$ cat config.mk
export PLATFORM = sky130hd
export DESIGN_NAME = writeback_commit_unit
export DESIGN_NICKNAME = d
export VERILOG_FILES = /design/src/rtl/writeback_commit_unit.sv
export SDC_FILE = /design/constraint.sdc
export NUM_CORES = 1
export LEC_CHECK = 0
export ABC_AREA = 1
export CORE_MARGIN = 1.5
export CORE_UTILIZATION = 57
export CTS_CLUSTER_SIZE = 28
export DETAILED_ROUTE_END_ITERATION = 10
export DONT_BUFFER_PORTS = 1
export GPL_ROUTABILITY_DRIVEN = 1
export HOLD_SLACK_MARGIN = 0.03
export PLACE_DENSITY = 0.75
export SETUP_SLACK_MARGIN = 0.2
export SLEW_MARGIN = 15
export SYNTH_ARGS = -nofsm -noshare
export SYNTH_HDL_FRONTEND = slang
export SYNTH_SLANG_ARGS = --single-unit
$ cat constraint.sdc
create_clock -name i_clk -period 4.7 [get_ports i_clk]
set_input_delay 0.94 -clock i_clk [delete_from_list [all_inputs] [get_ports i_clk]]
set_output_delay 0.94 -clock i_clk [all_outputs]
set_load 0.01 [all_outputs]
$ cat src/rtl/writeback_commit_unit.sv
// Writeback commit unit: selects the writeback result, drives the register-file
// write port and the forwarding source, retires instructions into the
// cycle/instret counters and records each commit in a small trace FIFO that a
// debug reader drains with a valid/ready handshake.
module writeback_commit_unit #(
    parameter int TRACE_DEPTH = 4,
    parameter int CNT_W       = 64
) (
    input  logic             i_clk,
    input  logic             i_reset,
    input  logic             i_rd_wren_writeback,
    input  logic             i_insn_vld_writeback,
    input  logic [31:0]      i_pc_writeback,
    input  logic [1:0]       i_wb_sel_writeback,
    input  logic [31:0]      i_alu_pc4_data_writeback,
    input  logic [31:0]      i_ld_data_writeback,
    input  logic [4:0]       i_rd_addr_writeback,
    output logic             o_rf_wren,
    output logic [4:0]       o_rf_addr,
    output logic [31:0]      o_rf_data,
    output logic             o_fwd_vld,
    input  logic             i_trace_ready,
    input  logic             i_trace_clr,
    output logic             o_trace_valid,
    output logic [31:0]      o_trace_pc,
    output logic [4:0]       o_trace_rd_addr,
    output logic [31:0]      o_trace_data,
    output logic             o_trace_overflow,
    output logic [CNT_W-1:0] o_cycle,
    output logic [CNT_W-1:0] o_instret
);

    localparam int PTR_W = (TRACE_DEPTH > 1) ? $clog2(TRACE_DEPTH) : 1;
    localparam int CNT_FW = PTR_W + 1;

    // Result select; the reserved encodings fall back to the ALU/PC+4 path so a
    // corrupted select never produces an undefined write value.
    function automatic logic [31:0] sel_result(
        input logic [1:0]  sel,
        input logic [31:0] alu_pc4,
        input logic [31:0] ld_data
    );
        logic [31:0] res;
        case (sel)
            2'b00:   res = alu_pc4;
            2'b01:   res = ld_data;
            default: res = alu_pc4;
        endcase
        return res;
    endfunction

    // Trace storage (no reset: stale entries are hidden by the count).
    logic [31:0] pc_mem_q   [TRACE_DEPTH];
    logic [4:0]  rd_mem_q   [TRACE_DEPTH];
    logic [31:0] data_mem_q [TRACE_DEPTH];

    logic [PTR_W-1:0]  wr_ptr_q, wr_ptr_d;
    logic [PTR_W-1:0]  rd_ptr_q, rd_ptr_d;
    logic [CNT_FW-1:0] count_q, count_d;
    logic              overflow_q, overflow_d;
    logic [CNT_W-1:0]  cycle_q, cycle_d;
    logic [CNT_W-1:0]  instret_q, instret_d;

    logic        commit_s;
    logic [31:0] result_s;
    logic        rf_wren_s;
    logic [4:0]  trace_rd_s;
    logic        empty_s;
    logic        full_s;
    logic        pop_s;
    logic        push_acc_s;
    logic        drop_s;

    // Commit qualification, result mux and FIFO handshake decode.
    always_comb begin
        commit_s   = i_insn_vld_writeback & ~i_reset;
        result_s   = sel_result(i_wb_sel_writeback, i_alu_pc4_data_writeback,
                                i_ld_data_writeback);
        rf_wren_s  = commit_s & i_rd_wren_writeback & (i_rd_addr_writeback != 5'd0);
        if (rf_wren_s) begin
            trace_rd_s = i_rd_addr_writeback;
        end else begin
            trace_rd_s = 5'd0;
        end
        empty_s    = (count_q == {CNT_FW{1'b0}});
        full_s     = (count_q == CNT_FW'(TRACE_DEPTH));
        pop_s      = ~empty_s & i_trace_ready;
        // A full FIFO still accepts a push when the head leaves in the same cycle.
        push_acc_s = commit_s & (~full_s | pop_s);
        drop_s     = commit_s & full_s & ~pop_s;
    end

    // Next-state for pointers, occupancy, overflow flag and counters.
    always_comb begin
        wr_ptr_d   = wr_ptr_q;
        rd_ptr_d   = rd_ptr_q;
        count_d    = count_q;
        overflow_d = overflow_q;
        cycle_d    = cycle_q;
        instret_d  = instret_q;
        if (i_reset) begin
            wr_ptr_d   = {PTR_W{1'b0}};
            rd_ptr_d   = {PTR_W{1'b0}};
            count_d    = {CNT_FW{1'b0}};
            overflow_d = 1'b0;
            cycle_d    = {CNT_W{1'b0}};
            instret_d  = {CNT_W{1'b0}};
        end else begin
            if (push_acc_s) begin
                wr_ptr_d = wr_ptr_q + PTR_W'(1);
            end else begin
                wr_ptr_d = wr_ptr_q;
            end
            if (pop_s) begin
                rd_ptr_d = rd_ptr_q + PTR_W'(1);
            end else begin
                rd_ptr_d = rd_ptr_q;
            end
            case ({push_acc_s, pop_s})
                2'b10:   count_d = count_q + CNT_FW'(1);
                2'b01:   count_d = count_q - CNT_FW'(1);
                default: count_d = count_q;
            endcase
            // A new drop outranks a clear request in the same cycle.
            if (drop_s) begin
                overflow_d = 1'b1;
            end else if (i_trace_clr) begin
                overflow_d = 1'b0;
            end else begin
                overflow_d = overflow_q;
            end
            cycle_d = cycle_q + CNT_W'(1);
            if (commit_s) begin
                instret_d = instret_q + CNT_W'(1);
            end else begin
                instret_d = instret_q;
            end
        end
    end

    // Control and counter state registers with synchronous reset.
    always_ff @(posedge i_clk) begin
        wr_ptr_q   <= wr_ptr_d;
        rd_ptr_q   <= rd_ptr_d;
        count_q    <= count_d;
        overflow_q <= overflow_d;
        cycle_q    <= cycle_d;
        instret_q  <= instret_d;
    end

    // Trace entry write at the write pointer on every accepted push.
    always_ff @(posedge i_clk) begin
        if (push_acc_s) begin
            pc_mem_q[wr_ptr_q]   <= i_pc_writeback;
            rd_mem_q[wr_ptr_q]   <= trace_rd_s;
            data_mem_q[wr_ptr_q] <= result_s;
        end
    end

    // Register-file port is combinational so the RF captures it on this edge.
    assign o_rf_wren        = rf_wren_s;
    assign o_rf_addr        = i_rd_addr_writeback;
    assign o_rf_data        = result_s;
    assign o_fwd_vld        = rf_wren_s;

    // Head of FIFO presented straight from storage (first-word fall-through).
    assign o_trace_valid    = ~empty_s;
    assign o_trace_pc       = pc_mem_q[rd_ptr_q];
    assign o_trace_rd_addr  = rd_mem_q[rd_ptr_q];
    assign o_trace_data     = data_mem_q[rd_ptr_q];
    assign o_trace_overflow = overflow_q;
    assign o_cycle          = cycle_q;
    assign o_instret        = instret_q;

endmodule

# ---- Yosys cells after proc, flatten, opt, wreduce, memory -nomap -nowiden
# Memory sizes are Yosys's and may differ from the RTL's. A register that Yosys moved wholly into a read port is not among the register bits.
# Cells that the tools add are included.
dict set report word_totals {
  register_bits 136
  ramBits 276
  inputBits 109
  word_cells 48
  n_memories 3
}
# name words word_bits rd rd_clocked_by_memory_dff wr line_no
set mem_list {}
lappend mem_list {data_mem_q 4 32 1 1 1 55} ;# logic [31:0] data_mem_q [TRACE_DEPTH];
lappend mem_list {pc_mem_q 4 32 1 1 1 53} ;# logic [31:0] pc_mem_q [TRACE_DEPTH];
lappend mem_list {rd_mem_q 4 5 1 1 1 54} ;# logic [4:0] rd_mem_q [TRACE_DEPTH];
dict set report classes {
  addsub 6
  n_eq_ne 4
  muxes 13
  n_bitwise 12
  reduce_logical 4
}
# op n
set ops {}
lappend ops {{$add 64x1->64 const B} 2}
lappend ops {{$mux 32} 1}
lappend ops {{$mux 2} 6}
lappend ops {{$and 1x1->1} 7}
lappend ops {{$pmux 3 s2} 1}
lappend ops {{$mux 5} 1}
lappend ops {{$reduce_bool 5->1} 1}
lappend ops {{$add 2x1->2 const B} 2}
lappend ops {{$eq 2x1->1 const B} 2}
lappend ops {{$mux 1} 4}
lappend ops {{$not 1->1} 4}
lappend ops {{$reduce_bool 2->1} 2}
lappend ops {{$add 3x1->3 const B} 1}
lappend ops {{$eq 3x3->1 const B} 1}
lappend ops {{$logic_not 3->1} 1}
lappend ops {{$sub 3x1->3 const B} 1}
lappend ops {{$eq 2x2->1 const B} 1}
lappend ops {{$or 1x1->1} 1}

# ---- Longest topological paths before layout
dict set report logic_depth {
  word_depth 7
  mapped_depth 12
  depth_no_buf 11
}

# ---- Worst setup path after synthesis
# Ideal clock, no wire load.
dict set report synth_timing {
  kind {in2reg}
  from {in i_insn_vld_writeback}
  to {mem data_mem_q[0][0] (enable)}
  setup_ps 496
  arrival_time_ps 4355
  t_required_ps 4204
  slack_ps -152
  path_stages 6
  cell_sequence {buf_4 > inv_2 > nor2_4 > buf_6 > nand2_2 > nor2_1}
}
dict set report synth_between {
  elab_chain_cells 4
}
# item line_no
set synth_rtl {}
lappend synth_rtl {{start, declared} 12} ;# input logic i_insn_vld_writeback,
lappend synth_rtl {{$and 1x1->1} 76} ;# commit_s = i_insn_vld_writeback & ~i_reset;
lappend synth_rtl {{$and 1x1->1} 89} ;# push_acc_s = commit_s & (~full_s | pop_s);
lappend synth_rtl {{$mux 1} 153} ;# if (push_acc_s) begin
lappend synth_rtl {{$mux 1 (not written as such)} 156} ;# data_mem_q[wr_ptr_q] <= result_s;
lappend synth_rtl {{end, declared} 55}
# Every way passes these cells.

==> results.md <==
- Worst Setup Slack, final: 797.5 ps
- CP required: 3760 ps
- Mapped cell area: 0.01879 sq mm
- Area grow syn2layout: 9.043%
- Fin nets: 2189
- Initial antenna violation count: 4
- WP data arrival: 2960 ps
- Inst Count DP: 2470
- Layout fillers: 2697
- Most common cell after layout, fill and taps aside: nor2_1
- Ports: 347
- Hpwl dp: 32.97 mm
- Commonest non-fill, non-tap cells in the layout: nor2_1, nand2_1, edfxtp_1
- H-Tree Depth: 2
- CP startpoint kind: flop
- Final Critical Period: 3903 ps
- Endpoints failing hold: 0
- Actual slew at the worst max-slew pin: 1036 ps
- FMAX: 256.2 MHz
- Area of the multi-input gates: 0.006848 sq mm
- Status: complete, no violations
- Post-route ant nets: 0
- Root buffer cell: clkbuf_16
- Mapped Cells: 2085
- DR vias/cell: 5.697
- Critical path type: reg -> out
- Total power: 0.007924 W
- #FFs+latches synth: 414
- DIE HEIGHT: 184.6 um
- Fin cells: 2551
- Peak VDD IR: 0.0002806 V
- Largest net degree at the start of global routing: 82
- Clk sinks: 414
- Leak pwr: 6.728 nW
- Unrepaired setup endpoints after global routing: no
- # hold bufs at CTS: 0
- Clock buffer count from CTS: 43
- Count of different cell masters after synthesis: 42
- GRT overflow: 0
- Leading area contributor after synthesis: edfxtp_1
- Routed WL: 48.80 mm
- DRT Pass-1 Iters: 7
- Std cell rows: 66
- Clk slew on worst S/H paths: 60 ps
- Worst Clk Skew: 26.21 ps
- Starting Density: 57.90%
- Clk Latency, worst-skew pair: 550 ps
- Vias: 14534
- Core area: 0.03245 sq mm
- Die area: 0.03406 sq mm
- Syn avg cell area: 9.012 sq um
- Final setup fails: 0
- Initial DRC Count: 1198
- Share of layout cells above drive strength 1: 7.930%
- Max-slew violations: 0
- Top_reg_cell synth: edfxtp_1
- YS warnings: 0
- First-pass GRT wire length: 73.69 mm
- Pwr dens: 386.7 mW/mm^2
- Global Route Usage Sum: 28.08%
- Syn_nets: 2201
- Number of global-route vias before repair: 13648
- FF+latch area: 0.01106 sq mm
- Async set-reset flop share out of synthesis: 0%
- Maxcap violations: 0
- CTS tree: done
- EDFF count, synth: 276
- Part of the Yosys area used for sequential elements: 58.81%
- Post-CTS resize count: 0
- GPL Wtd Cong: 0.9474
- Port-buffer cells: 0
- Place WS: 1342 ps
- Worst Hold Class: in -> reg
- Remaining DRCs: 0
- Die Wd: 184.6 um
- Slew headroom: 30.94%
- Synth top area share: 44.11%
- Routed wire per std cell: 19.13 um
- Setup Buffers After CTS: 0
- Fin crit share: 83.03%
- Top cells by area, synth: edfxtp_1, dfxtp_1, nor2_1, nand2_1, o21ai_0
- Deepest clock path buffer count: 3
- Endpoint class of the critical path: output pin
- Crit-path max FO: 74
[layer usage]
layer / global-route usage, % / share of wire (%)
met3: 9.030 / 11
met4: 9.508 / 2.9
met1: 35.25 / 40
met2: 45.83 / 47
met5: 0 / 0.027
[power breakdown]
part	leakage, nW	internal (W)	total (W)	switching, W
sequential	3.63	0.00398	0.00404	0.0000672
combinational	2.47	0.000183	0.000735	0.000552
clock	0.624	0.00176	0.00314	0.00138
[synth_stat cells (13+ instances only)]
master      n
nor2_1    454
clkbuf_1   48
nand4_1    31
xor2_1     14
edfxtp_1  276
dfxtp_1   138
o21ai_0   181
inv_1     158
nor2_2     14
nor3_1     16
mux2_2     32
nor2_4     13
o22ai_1    70
nand3_1    75
a21oi_1    79
nand2_1   394
[registers in the layout (all words and copies together) (netlist names), named ones only]
register and count:
data_mem_q 128, pc_mem_q 128, o_cycle 64, o_instret 64
rd_mem_q 20, count_q 3, rd_ptr_q 2, wr_ptr_q 2
o_trace_overflow 1
[stage by stage]
step / utilization (%) / hold slack [ps] / area (sq um) / TNS [ps]
finish: 63.14 / 458.7 / 20490 / 0
global route: 63.13 / 441.4 / 20490 / 0
CTS: 63.11 / 443.2 / 20480 / 0
detailed placement: 59.13 / 460.5 / 19190 / 0
global placement: 59.13 / 448.9 / 19190 / 0
floorplan: - / 436.2 / 18790 / -41930
[worst max-delay path, stage by stage, from the launching register on]
cell,delay [ps]
dfxtp_4,830
clkinv_2,690
buf_12,400
o21ai_0,260
o22ai_1,170
[layout make-up]
cell class,instances,area share (%)
Clock buffer,56,5.490
Antenna cell,3,0.03664
Inverter,165,3.035
Multi-Input combinational cell,1436,33.42
Timing Repair Buffer,13,0.5374
Sequential cell,414,53.96
Clock inverter,22,0.8244
Tap cell,442,2.699
[path summary, 6_finish.rpt]
kind,start,end,slack (ps),cells after the start
worst min register to register,rd_ptr_q[1],rd_ptr_q[1],470,2
worst max-delay path,flop,o_trace_pc[22],800,4
worst min-delay path,i_reset,o_cycle[0],460,1
worst max register to register,count_q[2],pc_mem_q[0][11],2520,6
[cell families (layout without fill, tap and decap cells)]
| logic type | count (synthesis) | in the layout | synth area share [%] |
|---|---|---|---|
| compound gates | 339 | 339 | 9.568 |
| xor+xnor | 21 | 21 | 0.9788 |
| fa+ha+maj | 7 | 7 | 0.5061 |
| buf+inv | 235 | 256 | 4.921 |
| flops | 414 | 414 | 58.81 |
| mux | 32 | 32 | 1.918 |
| other cells | 0 | 3 | 0 |
| simple gates | 1037 | 1037 | 23.30 |
Power figures use the tool's default switching activity.
